$ cat config.mk
export PLATFORM = sky130hd
export DESIGN_NAME = vx_axi_write_slave
export DESIGN_NICKNAME = d
export VERILOG_FILES = /design/src/rtl/vx_axi_write_slave_pkg.sv /design/src/rtl/vx_axi_write_slave_burst_addr.sv /design/src/rtl/vx_axi_write_slave.sv
export SDC_FILE = /design/constraint.sdc
export NUM_CORES = 1
export LEC_CHECK = 0
export BUFFER_PORTS_ARGS = -buffer_cell sky130_fd_sc_hd__buf_2
export CAP_MARGIN = 40
export CORE_AREA = 2 2 484 486
export DETAILED_ROUTE_END_ITERATION = 10
export DIE_AREA = 0 0 486 488
export HOLD_SLACK_MARGIN = 0.15
export PLACE_DENSITY = 0.3
export SLEW_MARGIN = 25
export SYNTH_ARGS = -nofsm -noshare
export SYNTH_HDL_FRONTEND = slang
export SYNTH_HIERARCHICAL = 1
export SYNTH_SLANG_ARGS = --single-unit
$ cat constraint.sdc
create_clock -name clk -period 4.75 [get_ports clk]
set_clock_uncertainty 0.1 [all_clocks]
set_input_delay 0.475 -clock clk [delete_from_list [all_inputs] [get_ports clk]]
set_output_delay 0.475 -clock clk [all_outputs]
set_load 0.02 [all_outputs]
$ cat src/rtl/vx_axi_write_slave_pkg.sv
`default_nettype none
//==============================================================================
// Module      : vx_axi_write_slave_pkg
// Description : Shared encodings for the AXI4 write-channel responder: B
//               response codes, AWBURST encodings and FSM state constants.
// Ports       : none (package)
// Revision    : 1.0 - initial release
//==============================================================================
package vx_axi_write_slave_pkg;

    // B response codes
    localparam logic [1:0] BRESP_OKAY   = 2'b00;
    localparam logic [1:0] BRESP_SLVERR = 2'b10;

    // AWBURST encodings
    localparam logic [1:0] BURST_FIXED = 2'b00;
    localparam logic [1:0] BURST_INCR  = 2'b01;
    localparam logic [1:0] BURST_WRAP  = 2'b10;
    localparam logic [1:0] BURST_RSVD  = 2'b11;

    // FSM states
    localparam logic [1:0] ST_IDLE = 2'd0;
    localparam logic [1:0] ST_DATA = 2'd1;
    localparam logic [1:0] ST_RESP = 2'd2;

    // WRAP and the reserved encoding are not serviced by this responder.
    function automatic logic burst_unsupported(input logic [1:0] burst);
        return (burst == BURST_WRAP) || (burst == BURST_RSVD);
    endfunction

endpackage
`default_nettype wire

$ cat src/rtl/vx_axi_write_slave_burst_addr.sv
`default_nettype none
//==============================================================================
// Module      : vx_axi_write_slave_burst_addr
// Description : Burst line-address register and beat counter. Loaded at AW
//               acceptance, stepped once per accepted W beat.
// Ports       : clk, reset (async, active-low)
//               i_load / i_load_addr / i_load_len : capture burst start
//               i_step / i_incr                   : advance one beat
//               o_addr                            : current line address
//               o_last                            : current beat is the last
// Revision    : 1.0 - initial release
//==============================================================================
module vx_axi_write_slave_burst_addr #(
    parameter int ADDR_WIDTH = 26
) (
    input  logic                  clk,
    input  logic                  reset,
    input  logic                  i_load,
    input  logic [ADDR_WIDTH-1:0] i_load_addr,
    input  logic [7:0]            i_load_len,
    input  logic                  i_step,
    input  logic                  i_incr,
    output logic [ADDR_WIDTH-1:0] o_addr,
    output logic                  o_last
);

    logic [ADDR_WIDTH-1:0] r_addr;
    logic [7:0]            r_cnt;
    logic [7:0]            r_len;

    always_ff @(posedge clk or negedge reset) begin
        if (!reset) begin
            r_addr <= '0;
            r_cnt  <= '0;
            r_len  <= '0;
        end else if (i_load) begin
            r_addr <= i_load_addr;
            r_cnt  <= '0;
            r_len  <= i_load_len;
        end else if (i_step) begin
            r_cnt <= r_cnt + 8'd1;
            // FIXED bursts keep hitting the same line; INCR wraps naturally
            // at the address width.
            if (i_incr) begin
                r_addr <= r_addr + 1'b1;
            end
        end
    end

    assign o_addr = r_addr;
    assign o_last = (r_cnt == r_len);

endmodule
`default_nettype wire

$ cat src/rtl/vx_axi_write_slave.sv
`default_nettype none
//==============================================================================
// Module      : vx_axi_write_slave
// Description : AXI4 write-channel slave. Accepts one AW burst at a time,
//               forwards each W beat as a memory-bus write request and
//               returns one B response per burst.
// Ports       : clk, reset (async, active-low)
//               s_axi_aw* : address channel in
//               s_axi_w*  : data channel in
//               s_axi_b*  : response channel out
//               mem_req_* : memory-bus write request out
// Revision    : 1.0 - initial release
//==============================================================================
module vx_axi_write_slave
    import vx_axi_write_slave_pkg::*;
#(
    parameter int AXI_DATA_WIDTH = 512,
    parameter int AXI_ADDR_WIDTH = 32,
    parameter int AXI_TID_WIDTH  = 8,
    parameter int MEM_ADDR_WIDTH = 26,
    parameter int MEM_TAG_WIDTH  = 8,
    parameter int DATA_BYTES     = AXI_DATA_WIDTH / 8
) (
    input  logic                      clk,
    input  logic                      reset,
    input  logic                      s_axi_awvalid,
    output logic                      s_axi_awready,
    input  logic [AXI_ADDR_WIDTH-1:0] s_axi_awaddr,
    input  logic [AXI_TID_WIDTH-1:0]  s_axi_awid,
    input  logic [7:0]                s_axi_awlen,
    input  logic [2:0]                s_axi_awsize,
    input  logic [1:0]                s_axi_awburst,
    input  logic                      s_axi_wvalid,
    output logic                      s_axi_wready,
    input  logic [AXI_DATA_WIDTH-1:0] s_axi_wdata,
    input  logic [DATA_BYTES-1:0]     s_axi_wstrb,
    input  logic                      s_axi_wlast,
    output logic                      s_axi_bvalid,
    input  logic                      s_axi_bready,
    output logic [AXI_TID_WIDTH-1:0]  s_axi_bid,
    output logic [1:0]                s_axi_bresp,
    output logic                      mem_req_valid,
    input  logic                      mem_req_ready,
    output logic                      mem_req_rw,
    output logic [MEM_ADDR_WIDTH-1:0] mem_req_addr,
    output logic [DATA_BYTES-1:0]     mem_req_byteen,
    output logic [AXI_DATA_WIDTH-1:0] mem_req_data,
    output logic [MEM_TAG_WIDTH-1:0]  mem_req_tag
);

    localparam int C_LOG2_BYTES = $clog2(DATA_BYTES);

    logic [1:0]               r_state;
    logic [AXI_TID_WIDTH-1:0] r_id;
    logic [1:0]               r_burst;
    // r_aw_err: burst is unserviceable, beats are drained without writes.
    // r_err   : any error seen so far, reported as SLVERR. A WLAST mismatch
    //           only sets r_err, so the remaining beats are still written.
    logic                     r_aw_err;
    logic                     r_err;

    logic                      w_aw_hs;
    logic                      w_beat_hs;
    logic                      w_last;
    logic                      w_aw_bad;
    logic [MEM_ADDR_WIDTH-1:0] w_line;
    logic [MEM_ADDR_WIDTH-1:0] w_addr;

    assign w_aw_hs   = s_axi_awvalid && (r_state == ST_IDLE);
    assign w_aw_bad  = burst_unsupported(s_axi_awburst)
                    || (s_axi_awsize != 3'(C_LOG2_BYTES));
    assign w_line    = MEM_ADDR_WIDTH'(s_axi_awaddr >> C_LOG2_BYTES);
    assign w_beat_hs = s_axi_wvalid && s_axi_wready;

    vx_axi_write_slave_burst_addr #(
        .ADDR_WIDTH (MEM_ADDR_WIDTH)
    ) u_burst_addr (
        .clk         (clk),
        .reset       (reset),
        .i_load      (w_aw_hs),
        .i_load_addr (w_line),
        .i_load_len  (s_axi_awlen),
        .i_step      (w_beat_hs),
        .i_incr      (r_burst == BURST_INCR),
        .o_addr      (w_addr),
        .o_last      (w_last)
    );

    always_ff @(posedge clk or negedge reset) begin
        if (!reset) begin
            r_state  <= ST_IDLE;
            r_id     <= '0;
            r_burst  <= BURST_FIXED;
            r_aw_err <= 1'b0;
            r_err    <= 1'b0;
        end else begin
            case (r_state)
                ST_IDLE: begin
                    if (w_aw_hs) begin
                        r_id     <= s_axi_awid;
                        r_burst  <= s_axi_awburst;
                        r_aw_err <= w_aw_bad;
                        r_err    <= w_aw_bad;
                        r_state  <= ST_DATA;
                    end
                end
                ST_DATA: begin
                    if (w_beat_hs) begin
                        // The beat counter decides where the burst ends;
                        // WLAST is only cross-checked against it.
                        if (s_axi_wlast != w_last) begin
                            r_err <= 1'b1;
                        end
                        if (w_last) begin
                            r_state <= ST_RESP;
                        end
                    end
                end
                ST_RESP: begin
                    if (s_axi_bready) begin
                        r_state <= ST_IDLE;
                    end
                end
                default: r_state <= ST_IDLE;
            endcase
        end
    end

    assign s_axi_awready = (r_state == ST_IDLE);
    // Zero-latency pass-through of the memory handshake; drained bursts are
    // always ready.
    assign s_axi_wready  = (r_state == ST_DATA) && (r_aw_err || mem_req_ready);
    assign s_axi_bvalid  = (r_state == ST_RESP);
    assign s_axi_bid     = r_id;
    assign s_axi_bresp   = ((r_state == ST_RESP) && r_err) ? BRESP_SLVERR : BRESP_OKAY;

    assign mem_req_valid  = (r_state == ST_DATA) && !r_aw_err && s_axi_wvalid;
    assign mem_req_rw     = 1'b1;
    assign mem_req_addr   = w_addr;
    assign mem_req_byteen = s_axi_wstrb;
    assign mem_req_data   = s_axi_wdata;
    assign mem_req_tag    = MEM_TAG_WIDTH'(r_id);

endmodule
`default_nettype wire

==> metrics.csv <==
stage,metric,value,unit
sta,RSZ-0062 raised after global routing,false,
yosys,number of synthesized flops with an enable pin,0,
yosys,top-area cell type share of the netlist area,0.601,
yosys,Async SR Flop Fraction,1.00,
place,IO buf count,100,
place,GP Congestion,0.723,
critical_path,"Req. time, crit path",4.91,ns
hold_path,type of the most critical hold path,in2reg,
floorplan,IO Pins,1261,
critical_path,WS Path Type,reg2reg,
pwr,sw frac,0.449,
clock_network,clk root buf,clkbuf_16,
clock_network,post-CTS setup buffers,0,
hold_path,critical hold path startpoint,s_axi_awaddr[18],
sta,clock period minus worst slack,2.62,ns
pwr,Power Dens Cells,345,nW/um^2
pwr,P_int,0.00140,W
clock_network,Clock Path Buffers,2,
yosys,Mapped Cells,863,
hold_path,Hold Path Cell Cnt,3,
detailed_routing,first-pass iteration count of the detailed router,4,
critical_path,Top delay family on crit path,simple AND/OR/NAND/NOR gates,
detailed_routing,vias per inst,1.09,
detailed_routing,Detail Route Antenna Nets,0,
detailed_routing,DR WL/cell,32.8,um
critical_path,worst r2r src,r_state[1]$_DFFE_PN0P_,
outcome,status,completed,
detailed_routing,drt total wl,112000,um
yosys,top-count cell post-synth,buf_4,
critical_path,r2r worst-path depth,5,
pwr,combinational power share,0.415,
detailed_routing,DRC errors left,0,
global_routing,grt ovf,0,
floorplan,width of the die,486,um
finish,synth-to-layout area growth,0.922,%
yosys,YS warnings,6,
pwr,total chip power,0.00255,W
critical_path,CP peak stage delay,0.54,ns
yosys,list of most frequent post-synthesis cells,"buf_4 (587), dfrtp_1 (56), nand2_1 (27), nor2_1 (22), o21ai_0 (19)",
critical_path,CP arrival,2.78,ns
yosys,largest cells by area after synthesis,"buf_4 (60%), dfrtp_1 (19%), mux2_4 (1.8%)",
clock_network,Num CTS Buffers,5,
clock_network,later-pin clock latency in the skew report,0.33,ns
pwr,Clk pwr share,0.208,
floorplan,row count,177,
sta,fmax,382,MHz
sta,setup TNS,0,ns
critical_path,Worst R2R End,u_burst_addr/o_addr[18]$_DFFE_PN0P_,
clock_network,"CTS clk-pin slew, worst paths",0.09,ns
yosys,syn_nets,1501,
critical_path,crit path buf inv count,0,
place,dpl hpwl,107000,um
hold_path,Worst Hold End,u_burst_addr/o_addr[12]$_DFFE_PN0P_,
yosys,Post-synth top flop,dfrtp_1,
yosys,mean cell area of the mapped netlist,8.49,um^2
clock_network,H-tree levels,2,
yosys,number of synthesized register bits,56,
global_routing,vias in the first global route,3840,
critical_path,crit start category,flop,
sta,actual slew at the worst max-slew pin,0.751,ns
floorplan,die height,488,um
global_routing,first-pass GRT wire length,121000,um
sta,final setup violation count,0,
floorplan,initial core utilization,0.0316,
pwr,leakage power,1.70,nW
finish,Layout Utilization,0.0319,
global_routing,initial antenna violation count,7,
pwr,VDD IR max,0.183,mV
clock_network,cts repair resizes,0,
finish,fin nets,1014,
yosys,post-synthesis sequential area ratio,0.191,
critical_path,CP Cell Sequence,and4bb_2 > and3_1 > nand3_2 > or4_1 > a31oi_1,
pwr,Switch Pwr,0.00115,W
detailed_routing,drt initial violations,207,
pwr,Seq pwr share,0.377,
flow_run,Max-Cap Viols,0,
clock_network,CTS tree,built,
floorplan,Die Area,237000,um^2
yosys,Yosys top cell by area,buf_4,
clock_network,clock sink count,56,
clock_network,hold buffer count at CTS,1,
sta,Worst slew margin,0.499,
global_routing,gr usage total,0.0904,
yosys,Post-Synthesis Cell Area,7330,um^2
global_routing,pin count of the biggest net entering global routing,40,
sta,final worst-path cycle share,0.552,
finish,layout cell share with drive strength beyond 1,0.380,
sta,Final Max Tran Viols,0,
critical_path,r2r setup slk,2.13,ns
critical_path,CP Capture Type,flop,
critical_path,critical path's slowest cell,and4bb_2,
yosys,post-synthesis cell type count,47,
detailed_routing,DR vias,3737,
sta,final hold viol count,0,
floorplan,core footprint,232000,um^2
critical_path,crit path max fanout,12,
final cells by class:
| type | instances | area [um^2] |
|---|---|---|
| inverter | 4 | 17.5 |
| sequential | 56 | 1400 |
| clock inverter | 2 | 60.1 |
| antenna | 2 | 5.00 |
| tap | 3043 | 3810 |
| clock buffer | 5 | 125 |
| timing repair buffer | 106 | 556 |
| fill | 27500 | 224000 |
| multi-input combinational | 203 | 1420 |
layout by cell type, fill, tap and decap left out, types with 3 or more instances in the layout:
master,n
and4_1,4
and3_1,4
or3_1,6
or4_1,8
and3_2,3
o21ai_0,19
nand4_1,10
o31ai_1,8
dfrtp_1,56
nor2_1,22
buf_2,100
a31oi_1,12
nand2_1,27
xnor2_1,15
buf_4,4
mux2_4,9
xor2_1,12
mux2_2,11
clkbuf_16,5
nand3_1,6
cell families after synthesis:
kind of cell | synth area share
xor gates and xnor gates | 0.0323
adders and majority gates | 0.00341
and+or+nand+nor | 0.0818
buffers and inverters | 0.615
DFF | 0.191
other | 0.00102
AOI/OAI and AO/OA | 0.0376
muxes | 0.0381
how the worst max path moves through the flow:
stage | start | cells past startpoint | to
2_1_floorplan | mem_req_ready | 9 | u_burst_addr/o_addr[22]$_DFFE_PN0P_
3_3_place_gp | mem_req_ready | 7 | u_burst_addr/o_addr[25]$_DFFE_PN0P_
3_5_place_dp | mem_req_ready | 7 | u_burst_addr/o_addr[25]$_DFFE_PN0P_
4_1_cts | r_aw_err$_DFFE_PN0P_ | 6 | u_burst_addr/o_addr[25]$_DFFE_PN0P_
5_1_grt | r_aw_err$_DFFE_PN0P_ | 6 | u_burst_addr/o_addr[18]$_DFFE_PN0P_
6_report | r_state[1]$_DFFE_PN0P_ | 5 | u_burst_addr/o_addr[18]$_DFFE_PN0P_
routing by layer:
layer	routed length [um]	global-route usage	vias up
met4	6470	0.0489	4
met1	8220	0.0189	1379
met5	76	0.00306	-
li1	-	-	1189
met3	51000	0.192	325
met2	46600	0.131	840
through the flow:
| step | std cells | area, um^2 | setup WS (ns) | hold WS [ns] |
|---|---|---|---|---|
| after floorplan | 863 | 7330 | 2.53 | 0.0794 |
| after global placement | 3409 | 7170 | 1.83 | 0.273 |
| after detailed placement | 3411 | 7190 | 1.85 | 0.275 |
| after CTS | 3419 | 7390 | 2.00 | 0.208 |
| after global routing | 3421 | 7390 | 1.94 | 0.244 |
| final | 3421 | 7390 | 2.13 | 0.244 |
registers in the layout, indices dropped and copies added (netlist names):
name	flops
u_burst_addr/o_addr	26
mem_req_tag	8
u_burst_addr/r_cnt	8
u_burst_addr/r_len	8
r_burst	2
r_state	2
r_aw_err	1
r_err	1
power by group through the flow:
stage | Sequential, W | Clock, W | Combinational, W
5_1_grt | 0.000996 | 0.000573 | 0.00116
6_report | 0.000960 | 0.000530 | 0.00106
3_5_place_dp | 0.000966 | 0 | 0.00111
3_3_place_gp | 0.000964 | 0 | 0.00111
2_1_floorplan | 0.00105 | 0 | 0.00123
4_1_cts | 0.000959 | 0.000576 | 0.00111
worst register-to-register path: stages (launching register included):
cell	delay, ns
dfrtp_1	0.45
and4bb_2	0.54
and3_1	0.45
nand3_2	0.31
or4_1	0.54
a31oi_1	0.17
(Power assumes the default switching activity.)
